===== config.mk =====
export PLATFORM = sky130hd
export DESIGN_NAME = uart_tx_arbiter
export DESIGN_NICKNAME = d
export VERILOG_FILES = /design/src/rtl/uart_tx_arbiter.sv
export SDC_FILE = /design/constraint.sdc
export NUM_CORES = 1
export LEC_CHECK = 0
export CORE_AREA = 8 8 74 76
export CTS_CLUSTER_SIZE = 14
export DETAILED_ROUTE_END_ITERATION = 8
export DIE_AREA = 0 0 82 84
export HOLD_SLACK_MARGIN = 0.1
export PLACE_DENSITY = 0.81
export SETUP_SLACK_MARGIN = 0.1
export SLEW_MARGIN = 40
export SYNTH_ARGS = -nofsm -noshare
export SYNTH_HDL_FRONTEND = slang
export SYNTH_SLANG_ARGS = --single-unit

===== constraint.sdc =====
create_clock -name clk -period 3.4 [get_ports clk]
set_input_delay 0.68 -clock clk [delete_from_list [all_inputs] [get_ports clk]]
set_output_delay 0.68 -clock clk [all_outputs]
set_load 0.01 [all_outputs]

===== src/rtl/uart_tx_arbiter.sv =====
// rtl/uart_tx_arbiter.sv - round-robin arbiter sharing one UART transmitter
//
// Purpose:
//    Grants one of NUM_REQ byte producers access to a single UART TX at a
//    time. It issues a one-cycle start with the winner's byte and holds the
//    grant until the frame completes. It then acknowledges the winner and
//    rotates priority. A frame watchdog traps a hung transmitter in a sticky
//    error state that only rst or soft_rst can clear.
//
// Ports:
//    clk       in   clock, all logic on the rising edge
//    rst       in   asynchronous active-low reset
//    soft_rst  in   synchronous active-high reset, same effect as rst
//    req       in   [NUM_REQ]   level request per requester, held until ack
//    req_data  in   [8*NUM_REQ] packed bytes, requester k at [8k+7:8k]
//    grant     out  [NUM_REQ]   one-hot owner, LAUNCH through DONE
//    ack       out  [NUM_REQ]   one-cycle pulse to the owner in DONE
//    tx_start  out  one-cycle start pulse to the UART TX
//    tx_data   out  [8] byte to the UART TX, stable LAUNCH through DONE
//    tx_busy   in   UART TX busy; blocks a new launch while high
//    tx_done   in   UART TX frame-complete pulse
//    timeout   out  sticky watchdog flag

module uart_tx_arbiter #(
   parameter int NUM_REQ      = 4,
   parameter int CLKS_PER_BIT = 3,
   parameter int WDOG_CYCLES  = 12 * CLKS_PER_BIT
) (
   input  logic                 clk,
   input  logic                 rst,
   input  logic                 soft_rst,
   input  logic [NUM_REQ-1:0]   req,
   input  logic [8*NUM_REQ-1:0] req_data,
   output logic [NUM_REQ-1:0]   grant,
   output logic [NUM_REQ-1:0]   ack,
   output logic                 tx_start,
   output logic [7:0]           tx_data,
   input  logic                 tx_busy,
   input  logic                 tx_done,
   output logic                 timeout
);

   localparam int IW = $clog2(NUM_REQ);
   localparam int WW = $clog2(WDOG_CYCLES + 1);

   localparam logic [2:0] S_IDLE   = 3'd0;
   localparam logic [2:0] S_LAUNCH = 3'd1;
   localparam logic [2:0] S_FRAME  = 3'd2;
   localparam logic [2:0] S_DONE   = 3'd3;
   localparam logic [2:0] S_ERROR  = 3'd4;

   localparam logic [IW:0]    POS_ONE   = (IW+1)'(1);
   localparam logic [IW:0]    POS_N     = (IW+1)'(NUM_REQ);
   localparam logic [IW-1:0]  LAST_INIT = IW'(NUM_REQ - 1);
   localparam logic [WW-1:0]  WDOG_ONE  = WW'(1);
   localparam logic [WW-1:0]  WDOG_LAST = WW'(WDOG_CYCLES - 1);

   logic [2:0]           state;
   logic [IW-1:0]        last;
   logic [IW-1:0]        owner;
   logic [WW-1:0]        wdog;

   logic [IW:0]          start_pos;
   logic [IW:0]          offset;
   logic [IW:0]          pos_sum;
   logic [2*NUM_REQ-1:0] req_dbl;
   logic [NUM_REQ-1:0]   req_rot;
   logic [IW-1:0]        pick;
   logic [NUM_REQ-1:0]   pick_oh;
   logic [7:0]           pick_byte;

   // Rotate the request vector so that bit 0 is the requester right after
   // the last owner; the lowest set bit of the rotated vector then wins.
   // Doubling the vector turns the wrap-around into a plain right shift.
   assign start_pos = {1'b0, last} + POS_ONE;
   assign req_dbl   = {req, req};
   assign req_rot   = NUM_REQ'(req_dbl >> start_pos);

   always_comb begin
      offset = '0;
      for (int i = NUM_REQ - 1; i >= 0; i--) begin
         if (req_rot[i]) begin
            offset = (IW+1)'(i);
         end
      end
      // start_pos + offset never exceeds 2*NUM_REQ-1, so one subtraction
      // is enough to bring it back into 0..NUM_REQ-1.
      pos_sum = start_pos + offset;
      if (pos_sum >= POS_N) begin
         pos_sum = pos_sum - POS_N;
      end
   end

   assign pick    = IW'(pos_sum);
   assign pick_oh = NUM_REQ'(1) << pick;

   always_comb begin
      pick_byte = 8'h00;
      for (int i = 0; i < NUM_REQ; i++) begin
         if (pick == IW'(i)) begin
            pick_byte = req_data[8*i +: 8];
         end
      end
   end

   always_ff @(posedge clk or negedge rst) begin
      if (!rst) begin
         state    <= S_IDLE;
         last     <= LAST_INIT;
         owner    <= '0;
         wdog     <= '0;
         grant    <= '0;
         ack      <= '0;
         tx_start <= 1'b0;
         tx_data  <= 8'h00;
         timeout  <= 1'b0;
      end else if (soft_rst) begin
         state    <= S_IDLE;
         last     <= LAST_INIT;
         owner    <= '0;
         wdog     <= '0;
         grant    <= '0;
         ack      <= '0;
         tx_start <= 1'b0;
         tx_data  <= 8'h00;
         timeout  <= 1'b0;
      end else begin
         tx_start <= 1'b0;
         ack      <= '0;
         case (state)
            S_IDLE: begin
               if (|req && !tx_busy) begin
                  owner    <= pick;
                  tx_data  <= pick_byte;
                  grant    <= pick_oh;
                  tx_start <= 1'b1;
                  state    <= S_LAUNCH;
               end
            end
            S_LAUNCH: begin
               // tx_done is deliberately not looked at here.
               wdog  <= '0;
               state <= S_FRAME;
            end
            S_FRAME: begin
               // tx_done wins over a watchdog expiry in the same cycle.
               if (tx_done) begin
                  ack   <= grant;
                  state <= S_DONE;
               end else if (wdog == WDOG_LAST) begin
                  grant   <= '0;
                  timeout <= 1'b1;
                  state   <= S_ERROR;
               end else begin
                  wdog <= wdog + WDOG_ONE;
               end
            end
            S_DONE: begin
               last  <= owner;
               grant <= '0;
               state <= S_IDLE;
            end
            S_ERROR: begin
               grant   <= '0;
               timeout <= 1'b1;
            end
            default: begin
               grant <= '0;
               state <= S_IDLE;
            end
         endcase
      end
   end

endmodule


; ---- Word-level counts from Yosys, hierarchy flattened
; Index checks and enable logic that the tools add are counted.
[classes]
addsub = 4
order_cmp = 1
n_eq_ne = 15
n_shift = 2
mux = 41
reduce_logical = 15
[op_table]
columns = op, n
row1 = $mux W8, 7
row2 = $mux W4, 7
row3 = $mux W3, 6
row4 = $mux W6, 3
row5 = $mux W2, 8
row6 = $ne A3 B3 Y1 const B, 4
row7 = $pmux W3 S4, 1
row8 = $pmux W4 S3, 1
row9 = $pmux W6 S2, 1
row10 = $reduce_and A3 Y1, 3
row11 = $shr A8 B3 Y4, 1
row12 = $add A6 B1 Y6 const B, 1
row13 = $eq A3 B2 Y1 const B, 2
row14 = $eq A6 B6 Y1 const B, 1
row15 = $mux W1, 6
row16 = $reduce_bool A2 Y1, 3
row17 = $reduce_bool A3 Y1, 2
row18 = $eq A2 B2 Y1 const B, 2
row19 = $ne A2 B2 Y1 const B, 2
row20 = $ne A4 B4 Y1 const B, 1
row21 = $reduce_and A4 Y1, 1
row22 = $reduce_or A4 Y1, 1
row23 = $shl A1 B2 Y4 const A, 1
row24 = $add A2 B1 Y3 const B, 1
row25 = 12 further kinds, 12
[word_totals]
register_bits = 31
in_bits = 41
output_inout_bits = 18
elab_cells = 87

; ---- Logic depth before layout (Yosys ltp)
; Gate-level depths: netlist of the first run.
[depth]
word_depth = 17
mapped_depth = 13
depth_no_buf = 10

; ---- Least setup slack after synthesis of the first run
; OpenSTA, ideal clock, no wires.
[synth_path]
path_kind = input -> register
from = input port req[3]
to = register tx_data[1]
arrival_ns = 2.689
t_required_ns = 3.278
slack_ns = 0.589
cell_stages = 13
path_buffers = 3
cell_sequence = buf_2 > nand2_1 > a21oi_1 > o221ai_1 > o21ai_0 > ha_1 > buf_2 > clkinv_1 > clkbuf_1 > nand2_1 > a211oi_2 > or3_1 > a32o_1
[synth_between]
elab_chain_cells = 16
elab_cells_between_ends = 24
classes_between = add/sub: 2 / order compare: 1 / eq/ne: 3 / shift: 1 / mux: 12 / reduce/logical: 5
[synth_rtl]
columns = item, line_no
row1 = start: declaration, 32  ; input logic [NUM_REQ-1:0] req,
row2 = $shr A8 B3 Y4, 77  ; assign req_rot = NUM_REQ'(req_dbl >> start_pos);
row3 = $mux W2 (2 in a row), 82  ; if (req_rot[i]) begin
row4 = $mux W3 (2 in a row), 82
row5 = $add A3 B3 Y3, 88  ; pos_sum = start_pos + offset;
row6 = $ge A3 B3 Y1 or $sub A2 B1 Y2 (tied branches), "89, 90"
row7 = $mux W2, 89  ; if (pos_sum >= POS_N) begin
row8 = $logic_not A2 Y1, 100  ; if (pick == IW'(i)) begin
row9 = $mux W8 (4 in a row), 100
row10 = $mux W8, 132  ; if (|req && !tx_busy) begin
row11 = $mux W8, 130  ; case (state)
row12 = $mux W8, 117  ; end else if (soft_rst) begin
row13 = end signal: assignment, 134  ; tx_data <= pick_byte;
row14 = end: declaration, 37  ; output logic [7:0] tx_data,
; Several ways; a longest one is shown, not always the timed one. The select of a mux whose other input is x is not followed.
; A chain may end at the register's enable or synchronous reset.

; ---- Final worst setup path of the first run
[layout_path]
from = input port req[0]
to = register tx_data[1]
; The elaborated chain is that of the path after synthesis.

==> results.md, run 1 <==
* Crit path kind: primary input to flip-flop
* VDD IR max at 172 uV
* Largest cells by area after synthesis: dfrtp_1, nand2_1, a32o_1
* Logic pwr share at 24.1%
* Post-DP HPWL at 4130 um
* DR iter-0 viols at between 100 and 150
* Post-route design area at 2770 um^2
* Critical Path RT at 3.57 ns
* Max_slew headroom at 49.6%
* First-pass detailed-route iteration total at 4
* Routed length per instance at approximately 16 um
* Number of max-cap violations at 0
* Place WS at 0.138 ns
* FF+latch count, synth at 31
* Critical path's slowest cell: clkdlybuf4s50_1
* Net Sw Frac at a little over a quarter
* Pins Over Slew Limit at 0
* Boundary Pins at 59
* # nets final at 337
* Hold Crit Class: flip-flop to flip-flop
* TritonCTS clock tree: done
* Die Area at 6890 um^2
* Vias in the first global route at 1985
* Placed Area at 2660 um^2
* CP Max Fanout at 17
* H-tree depth at 2
* Wirelength, routed at 5650 um
* Seq/Total Area, Yosys at 38.5%
* Total power per unit cell area at 365 nW/um^2
* # fillers at around 360
* PortBufs at 58
* Worst-case clock buffer depth at 2
* Post-Syn Area at slightly above 2000 um^2
* Int Pwr at 0.734 mW
* Final core occ at 65.0%
* Die Y at 84 um
* Final hold violations at 0
* Post-route ant nets at 0
* Crit path cell chain: clkdlybuf4s50_1, nand2_1, a21oi_1, o21ai_0, o21ai_0, ha_1, clkinv_1, nand2_1, a211oi_2, or3_1, a32o_1
* Top-area cell type share of the netlist area at 35.9%
* First-pass GRT wire length at 9370 um
* Ratio of final minimum period to clock period at 87.8%
* Ant. Diodes at 0
* GRT overflow at 0
* Hold_buf cts at 0
* Storage element area at 778 um^2
* # DRC at 0
* Area leader, netlist: dfrtp_1
* Post-synth EDFFs at 0
* Setup tns final at 0 ns
* Clk sink count at 31
* Synth warnings at 0
* Clk pwr share at 35.6%
* Pleak at 1.18 nW
* Sequential share of power at 40.3%
* Critical Path End Type: flip-flop
* Total track usage at 16.7%
* Commonest cells in the synthesized netlist: nand2_1, dfrtp_1, nand3_1
* Mean post-synth cell area at ~8.6 um^2
* Distinct cells, synth at 46
* Skew-Pair Late Insertion Delay at 0.28 ns
* Setup slack after layout at 0.416 ns
* CP max stage delay at around 0.52 ns
* F_max at 335 MHz
* CTS resizes at 0
* Layout area overhead at 36.9%
* Sw Pwr at ~0.28 mW
* Vias/cell at 5.80
* TritonCTS Buffers at 5
* RSZ-0062 raised after global routing: no
* Final Setup Violations at 0
* Async SR Flop Fraction at 100%
* Critical path launch point type: primary input
* Initial Utilization at 47.4%
* GP Congestion at around 0.82
* Synthesized netlist cell count at 235
* Antenna violations before repair at 0
* Top FF cell, synth: dfrtp_1
* Hold_ws at 0.493 ns
* Largest net degree at the start of global routing at 32
* Setup bufs post-CTS at 0
* # rows at 24
* Core Region at 4260 um^2
* Outcome: completed
* Count leader, synth: nand2_1
* Mapped Nets at between 200 and 300
* CP arrival at approximately 3.2 ns
* Die width at 82 um
* Minimum clock period at about 3.0 ns
* Clk_skew at 0.00788 ns
* CTS root buffer: clkbuf_8
* Detailed-route via count at around 2000
* Clock transition at path regs at 0.07 ns
* Multi-input gate area at 1130 um^2
* Share of layout cells above drive strength 1 at 9.49%
* Worst Tran Pin Value at roughly 0.76 ns
-- critical path: cells and delay by family --
kind            cells  cell delay [ns]
buf+inv             2             0.89
compound gates      5             0.73
simple gates        3             0.64
fa+ha+maj           1             0.21
-- layout make-up --
type,instances,share of cell area (%)
multi-input combinational,181,40.7
sequential,31,28.1
timing repair buffer,69,23.9
clock buffer,5,2.48
tap,52,2.35
clock inverter,3,1.58
inverter,6,0.813
-- flip-flops by register name, indices dropped and copies added, names as in the netlist --
signal    count
timeout       1
wdog          6
tx_data       8
owner         2
state         3
ack           4
tx_start      1
last          2
grant         4
-- through the flow --
stage               power [mW]  std cells
floorplan                0.535        235
global placement         0.652        339
detailed placement       0.657        339
CTS                       1.02        347
global route              1.06        347
finish                    1.01        347
-- cells in the final DEF, fill, tap and decap left out, drive strengths merged, types with 3 or more instances in the layout --
master | synthesis | routed
nand2 | 45 | 45
or3 | 8 | 8
dfrtp | 29 | 29
clkbuf | 8 | 5
clkdlybuf4s50 | 0 | 58
o2bb2ai | 3 | 3
nand3 | 18 | 18
o21ai | 13 | 13
and3 | 7 | 7
nor3 | 8 | 8
nor2b | 4 | 4
a22oi | 8 | 8
a21oi | 6 | 6
nand2b | 3 | 3
inv | 5 | 5
buf | 9 | 11
clkinv | 1 | 3
a32o | 10 | 10
nor2 | 9 | 9
a211oi | 8 | 8
-- per-layer routing --
layer	track usage [%]	part of all wire, %	routed length [um]	vias up
met5	0	0	0	-
met4	6.39	1.5	87	0
met3	3.34	5.5	313	6
met2	27.4	49	2760	70
met1	20.5	44	2490	950
li1	-	-	-	988
-- power groups by stage --
stage               Clock, mW  Sequential (mW)  Combinational (mW)
finish                  0.360            0.407               0.244
CTS                     0.368            0.406               0.245
floorplan                   0            0.415               0.120
global placement            0            0.413               0.239
detailed placement          0            0.413               0.244
global route            0.384            0.410               0.268
-- final timing paths --
| path | depth (start not counted) | start | endpoint | slack [ns] |
|---|---|---|---|---|
| max in group asynchronous | 2 | rst | last[1]$_DFFE_PN1P_ | 2.27 |
| min | 1 | tx_data[3]$_DFFE_PN0P_ | tx_data[3]$_DFFE_PN0P_ | 0.49 |
| max | 11 | req[0] | tx_data[1]$_DFFE_PN0P_ | 0.42 |
| min reg2reg | 1 | tx_data[3]$_DFFE_PN0P_ | tx_data[3]$_DFFE_PN0P_ | 0.49 |
| max reg2reg | 10 | last[1]$_DFFE_PN1P_ | tx_data[1]$_DFFE_PN0P_ | 0.68 |
| min in group asynchronous | 2 | rst | ack[0]$_DFF_PN0_ | 0.79 |
-- cell families after synthesis --
logic type	synth area share, %
muxes	1.73
and+or+nand+nor	25.2
AOI/OAI and AO/OA	26.7
xor gates and xnor gates	0.866
DFF	38.5
buffers and inverters	5.75
adders and majority gates	1.24
Note: power is estimated with default switching activity, not from simulation.
==> inputs of run 2 (changes only) <==
--- a/config.mk
+++ b/config.mk
@@ -12,6 +12,7 @@
 export HOLD_SLACK_MARGIN = 0.1
 export PLACE_DENSITY = 0.81
 export SETUP_SLACK_MARGIN = 0.1
+export SKIP_CTS_REPAIR_TIMING = 1
 export SLEW_MARGIN = 40
 export SYNTH_ARGS = -nofsm -noshare
 export SYNTH_HDL_FRONTEND = slang
==> constraint.sdc (replaced) <==
create_clock -name clk -period 3.4 [get_ports clk]
set_input_delay 0.51 -clock clk [delete_from_list [all_inputs] [get_ports clk]]
set_output_delay 0.51 -clock clk [all_outputs]
set_load 0.1 [all_outputs]
==> run 2 against run 1 <==
Sequential cell count stayed put. Via count is 1.6% lower. Sequential share of layout area is 1.3 points higher. Register-to-register slack better by 0.05 ns. Clock power is 3% higher. Design area is 4.4% lower. Clock skew is 0.0054 ns lower. Sequential power hardly changed. Worst setup slack worse by 0.013 ns. Core utilization is 2.9 points lower.
==> results.md, run 2 (synthesis gave the netlist of run 1 again) <==
* DR iter-0 viols at 96 (-14%)
* Hold Crit Class: flip-flop to flip-flop
* # rows at 24 (unchanged)
* Routed length per instance at 15.4 um (-5.7%)
* GP Congestion at 0.850 (+4.1%)
* Setup slack after layout at 0.403 ns (-0.0128 ns)
* Critical Path End Type: flip-flop
* Storage element area at 778 um^2 (unchanged)
* Vias/cell at 5.80 (-0.15%)
* GRT overflow at 0 (unchanged)
* Outcome: completed
* FF-to-FF Start: last[1]$_DFFE_PN1P_
* CP Max Fanout at 17 (unchanged)
* Share of layout cells above drive strength 1 at 14.1% (+4.6 points)
* Hold_ws at 0.488 ns (-0.00495 ns)
* Most common cell after layout, fill and taps aside: nand2_1
* H-tree depth at 2 (unchanged)
* F_max at 334 MHz (-0.43%)
* Worst Setup SP: req[3]
* Die Area at 6890 um^2 (unchanged)
* Boundary Pins at 59 (unchanged)
* Sequential share of power at 36.7% (-3.6 points)
* Die width at 82 um (unchanged)
* VDD IR max at 177 uV (+3.2%)
* First-pass detailed-route iteration total at 4 (unchanged)
* # fillers at 378 (+4.7%)
* PortBufs at 58 (unchanged)
* Int Pwr at 0.736 mW (+0.29%)
* Register-to-Register Setup Slack at 0.73 ns (+0.05 ns)
* Minimum clock period at 3.00 ns (+0.0128 ns)
* Critical path launch point type: primary input
* RSZ-0062 raised after global routing: no
* Skew-Pair Late Insertion Delay at 0.28 ns (about the same)
* Most flops, register: tx_data
* Clk_skew at 0.00246 ns (-0.00543 ns)
* R2r endpoint: tx_data[3]$_DFFE_PN0P_
* Ant. Diodes at 0 (unchanged)
* Number of max-cap violations at 0 (unchanged)
* Clk pwr share at 33.6% (-2.0 points)
* TritonCTS clock tree: done
* Largest registers: tx_data x8, wdog x6
* Total power per unit cell area at 418 nW/um^2 (+15%)
* Final hold violations at 0 (unchanged)
* CP arrival at 3.16 ns (about the same)
* Antenna violations before repair at 0 (unchanged)
* # DRC at 0 (unchanged)
* Sw Pwr at 0.370 mW (+34%)
* Worst-case clock buffer depth at 2 (unchanged)
* First-pass GRT wire length at 8860 um (-5.5%)
* Max_slew headroom at 49.9% (+0.28 points)
* Worst Tran Pin Value at 0.751 ns (-0.00420 ns)
* Ratio of final minimum period to clock period at 88.1% (+0.38 points)
* Crit path kind: primary input to flip-flop
* Vias in the first global route at 1896 (-4.5%)
* Logic pwr share at 29.7% (+5.6 points)
* Post-route ant nets at 0 (unchanged)
* Post-DP HPWL at 3920 um (-5.0%)
* Tot Pwr at 1.11 mW (+9.6%)
* Layout area overhead at 30.9%
* Core Region at 4260 um^2 (unchanged)
* Die Y at 84 um (unchanged)
* Multi-input gate area at 1130 um^2 (unchanged)
* Max reg flops at 8 (unchanged)
* Pleak at 1.19 nW (+1.1%)
* # nets final at 332 (-1.5%)
* Setup tns final at 0 ns (unchanged)
* Net Sw Frac at 33.5% (+6.1 points)
* Initial Utilization at 47.4% (unchanged)
* Final Setup Violations at 0 (unchanged)
* Most frequent cells in the layout: nand2_1, clkdlybuf4s50_1, dfrtp_1
* Total track usage at 15.7% (-1.0 points)
* Reg2Reg Depth at 10 (unchanged)
* Clk sink count at 31 (unchanged)
* Detailed-route via count at 1982 (-1.6%)
* TritonCTS Buffers at 5 (unchanged)
* CP endpoint: tx_data[3]$_DFFE_PN0P_
* Pins Over Slew Limit at 0 (unchanged)
* Wirelength, routed at 5250 um (-7.0%)
* Largest net degree at the start of global routing at 32 (unchanged)
* Critical Path RT at 3.56 ns (about the same)
* Clock transition at path regs at 0.06 ns (about the same)
* Place WS at 0.146 ns (+0.00824 ns)
* CTS root buffer: clkbuf_8
## run 2: cell count changes in the layout (fill, tap and decap cells not counted), sizes merged
cell	before	now
buf	11	24
clkbuf	5	6
clkdlybuf4s50	58	40
clkinv	3	2
## run 2: power by group through the flow
stage,Combinational [mW],Clock (mW),Sequential [mW]
6_report,0.328,0.372,0.406
5_1_grt,0.350,0.403,0.409
4_1_cts,0.329,0.382,0.406
3_5_place_dp,0.328,0,0.412
3_3_place_gp,0.341,0,0.413
2_1_floorplan,0.120,0,0.515
## run 2: layer usage
metal / track usage, % / wire, um
met5: 0 / 0
met4: 5.59 / 64
met3: 4.42 / 327
met2: 25.3 / 2560
met1: 19.1 / 2300
## run 2: final cells by class
| cell class | count | area share, % |
|---|---|---|
| Sequential cell | 31 | 29.4 |
| Tap cell | 52 | 2.46 |
| Clock buffer | 6 | 3.12 |
| Multi-Input combinational cell | 181 | 42.6 |
| Clock inverter | 2 | 1.32 |
| Timing Repair Buffer | 64 | 20.2 |
| Inverter | 6 | 0.851 |
## run 2: worst min path at each step
stage / from / to / slack, ns / cells after the start
global placement: tx_data[5]$_DFFE_PN0P_ / tx_data[5]$_DFFE_PN0P_ / 0.47 / 1
global route: tx_data[5]$_DFFE_PN0P_ / tx_data[5]$_DFFE_PN0P_ / 0.50 / 1
CTS: tx_data[5]$_DFFE_PN0P_ / tx_data[5]$_DFFE_PN0P_ / 0.49 / 1
detailed placement: tx_data[5]$_DFFE_PN0P_ / tx_data[5]$_DFFE_PN0P_ / 0.48 / 1
floorplan: rst / ack[0]$_DFF_PN0_ / 0.21 / 0
finish: tx_data[7]$_DFFE_PN0P_ / tx_data[7]$_DFFE_PN0P_ / 0.49 / 1
## run 2: through the flow
| step | instances | util, % | instance area, um^2 |
|---|---|---|---|
| after CTS | 342 | 62.1 | 2650 |
| after detailed placement | 334 | 59.3 | 2530 |
| after global placement | 334 | 61.4 | 2620 |
| final | 342 | 62.1 | 2650 |
| after floorplan | 235 | - | 2020 |
| after global routing | 342 | 62.1 | 2650 |
## run 2: critical path, cell delays in order
cell and delay (ns):
clkdlybuf4s50_1 0.73, nand2_1 0.09, a21oi_1 0.16, o221ai_1 0.13
o21ai_0 0.10, ha_1 0.19, clkinv_1 0.35, nand2_1 0.15
a211oi_1 0.07, or3_1 0.39, a32o_1 0.28
==> inputs of run 3 (changes only) <==
--- a/config.mk
+++ b/config.mk
@@ -13,7 +13,7 @@
 export PLACE_DENSITY = 0.81
 export SETUP_SLACK_MARGIN = 0.1
 export SKIP_CTS_REPAIR_TIMING = 1
-export SLEW_MARGIN = 40
+export SLEW_MARGIN = 10
 export SYNTH_ARGS = -nofsm -noshare
 export SYNTH_HDL_FRONTEND = slang
 export SYNTH_SLANG_ARGS = --single-unit
==> run 3 against run 2 <==
Register-to-register slack is essentially flat. Design area up 2.4%. Critical path type unchanged. Clock skew up 0.00077 ns.
==> results.md, run 3 (synthesis gave the netlist of run 1 again) <==
* HP Start: tx_data[0]$_DFFE_PN0P_
* Outcome: completed
* Critical Path RT at 3.57 ns (about the same)
* VDD IR max at 143 uV (-19%)
* Minimum clock period at 2.97 ns (-0.0219 ns)
* Die Y at 84 um (unchanged)
* Share of layout cells above drive strength 1 at 7.59% (-6.6 points)
* Pins Over Slew Limit at 0 (unchanged)
* Hold-critical path depth at 1 (unchanged)
* R2r endpoint: tx_data[0]$_DFFE_PN0P_
* Worst Tran Pin Value at 1.01 ns (+0.262 ns)
* Setup tns final at 0 ns (unchanged)
* Critical Path End Type: flip-flop
* Initial Utilization at 47.4% (unchanged)
* GP Congestion at 0.850 (unchanged)
* Post-route ant nets at 0 (unchanged)
* FF-to-FF Start: last[1]$_DFFE_PN1P_
* Vias/cell at 5.82 (+0.45%)
* Antenna violations before repair at 0 (unchanged)
* Register-to-Register Setup Slack at 0.74 ns (about the same)
* Most frequent cells in the layout: clkdlybuf4s50_1, nand2_1, dfrtp_1
* TritonCTS clock tree: done
* Most common cell after layout, fill and taps aside: clkdlybuf4s50_1
* Clk_skew at 0.00323 ns (+0.000773 ns)
* Reg2Reg Depth at 10 (unchanged)
* F_max at 336 MHz (+0.74%)
* Total track usage at 15.9% (+0.14 points)
* Number of max-cap violations at 0 (unchanged)
* RSZ-0062 raised after global routing: no
* Critical path launch point type: primary input
* PortBufs at 58 (unchanged)
* Crit path kind: primary input to flip-flop
* Routed length per instance at 15.6 um (+1.8%)
* Inst Count DP at 334 (unchanged)
* Wirelength, routed at 5350 um (+1.8%)
* # nets final at 332 (unchanged)
* CP arrival at 3.15 ns (about the same)
* Largest net degree at the start of global routing at 32 (unchanged)
* Clock transition at path regs at 0.06 ns (about the same)
* Post-DP HPWL at 4020 um (+2.5%)
* # DRC at 0 (unchanged)
* Ratio of final minimum period to clock period at 87.5% (-0.65 points)
* Total power per unit cell area at 386 nW/um^2 (-7.7%)
* Max reg flops at 8 (unchanged)
* Layout Cells excl Fill at 342 (unchanged)
* Skew-Pair Late Insertion Delay at 0.28 ns (about the same)
* Max_slew headroom at 32.3% (-18 points)
* Most flops, register: tx_data
* First-pass detailed-route iteration total at 4 (unchanged)
* Die width at 82 um (unchanged)
* Hold_ws at 0.494 ns (+0.00690 ns)
* Post-route design area at 2710 um^2 (+2.4%)
* TritonCTS Buffers at 5 (unchanged)
* CTS root buffer: clkbuf_8
* Vias in the first global route at 1879 (-0.90%)
* Worst-case clock buffer depth at 2 (unchanged)
* Boundary Pins at 59 (unchanged)
* Ant. Diodes at 0 (unchanged)
* Hold Crit Class: flip-flop to flip-flop
* Core Region at 4260 um^2 (unchanged)
* First-pass GRT wire length at 8890 um (+0.40%)
* Final hold violations at 0 (unchanged)
* Layout area overhead at 34.0%
* Die Area at 6890 um^2 (unchanged)
* Final Setup Violations at 0 (unchanged)
* Clk sink count at 31 (unchanged)
* H-tree depth at 2 (unchanged)
* Pleak at 1.15 nW (-3.9%)
* CP Max Fanout at 17 (unchanged)
* # rows at 24 (unchanged)
* Placed Area at 2620 um^2 (+3.6%)
* Largest registers: tx_data x8, wdog x6
* Worst Hold End: tx_data[0]$_DFFE_PN0P_
* Detailed-route via count at 1991 (+0.45%)
* GRT overflow at 0 (unchanged)
* DR iter-0 viols at 117 (+22%)
## run 3: worst max-delay path, cell delays in order
cell,delay (ns)
clkdlybuf4s50_1,0.73
nand2_1,0.09
a21oi_1,0.16
o221ai_1,0.13
o21ai_0,0.10
ha_1,0.19
clkinv_1,0.35
nand2_1,0.15
a211oi_1,0.07
or3_1,0.40
a32o_1,0.26
## run 3: routing by layer
metal | vias to the layer above | global-route usage (%) | routed length (um)
met5 | - | 0 | 0
li1 | 977 | - | -
met1 | 946 | 20.3 | 2300
met2 | 60 | 24.6 | 2610
met4 | 0 | 5.43 | 102
met3 | 8 | 4.31 | 334
## run 3: per-stage QoR
stage	power [mW]	setup WS, ns	utilization, %
4_1_cts	1.05	0.436	63.6
3_3_place_gp	0.754	0.190	61.4
6_report	1.05	0.425	63.6
5_1_grt	1.10	0.256	63.6
3_5_place_dp	0.756	0.137	61.4
2_1_floorplan	0.635	0.758	-
## run 3: worst max path at each step
stage | startpoint | to | cells past startpoint
after floorplan | req[3] | tx_data[1]$_DFFE_PN0P_ | 13
after global placement | req[3] | tx_data[0]$_DFFE_PN0P_ | 11
after detailed placement | req[3] | tx_data[0]$_DFFE_PN0P_ | 11
after CTS | req[3] | tx_data[0]$_DFFE_PN0P_ | 11
after global routing | req[3] | tx_data[1]$_DFFE_PN0P_ | 11
final | req[3] | tx_data[0]$_DFFE_PN0P_ | 11
## run 3: power by group
part           internal, mW  switching, mW
clock                 0.163          0.135
combinational         0.124          0.217
sequential            0.389         0.0179
## run 3: area by class of cell
cell class / instances / area, um^2
clock inverter: 1 / 5.00
inverter: 6 / 22.5
sequential: 31 / 778
clock buffer: 7 / 86.3
multi-input combinational: 181 / 1130
tap: 52 / 65.1
timing repair buffer: 64 / 626
fill: 363 / 1550
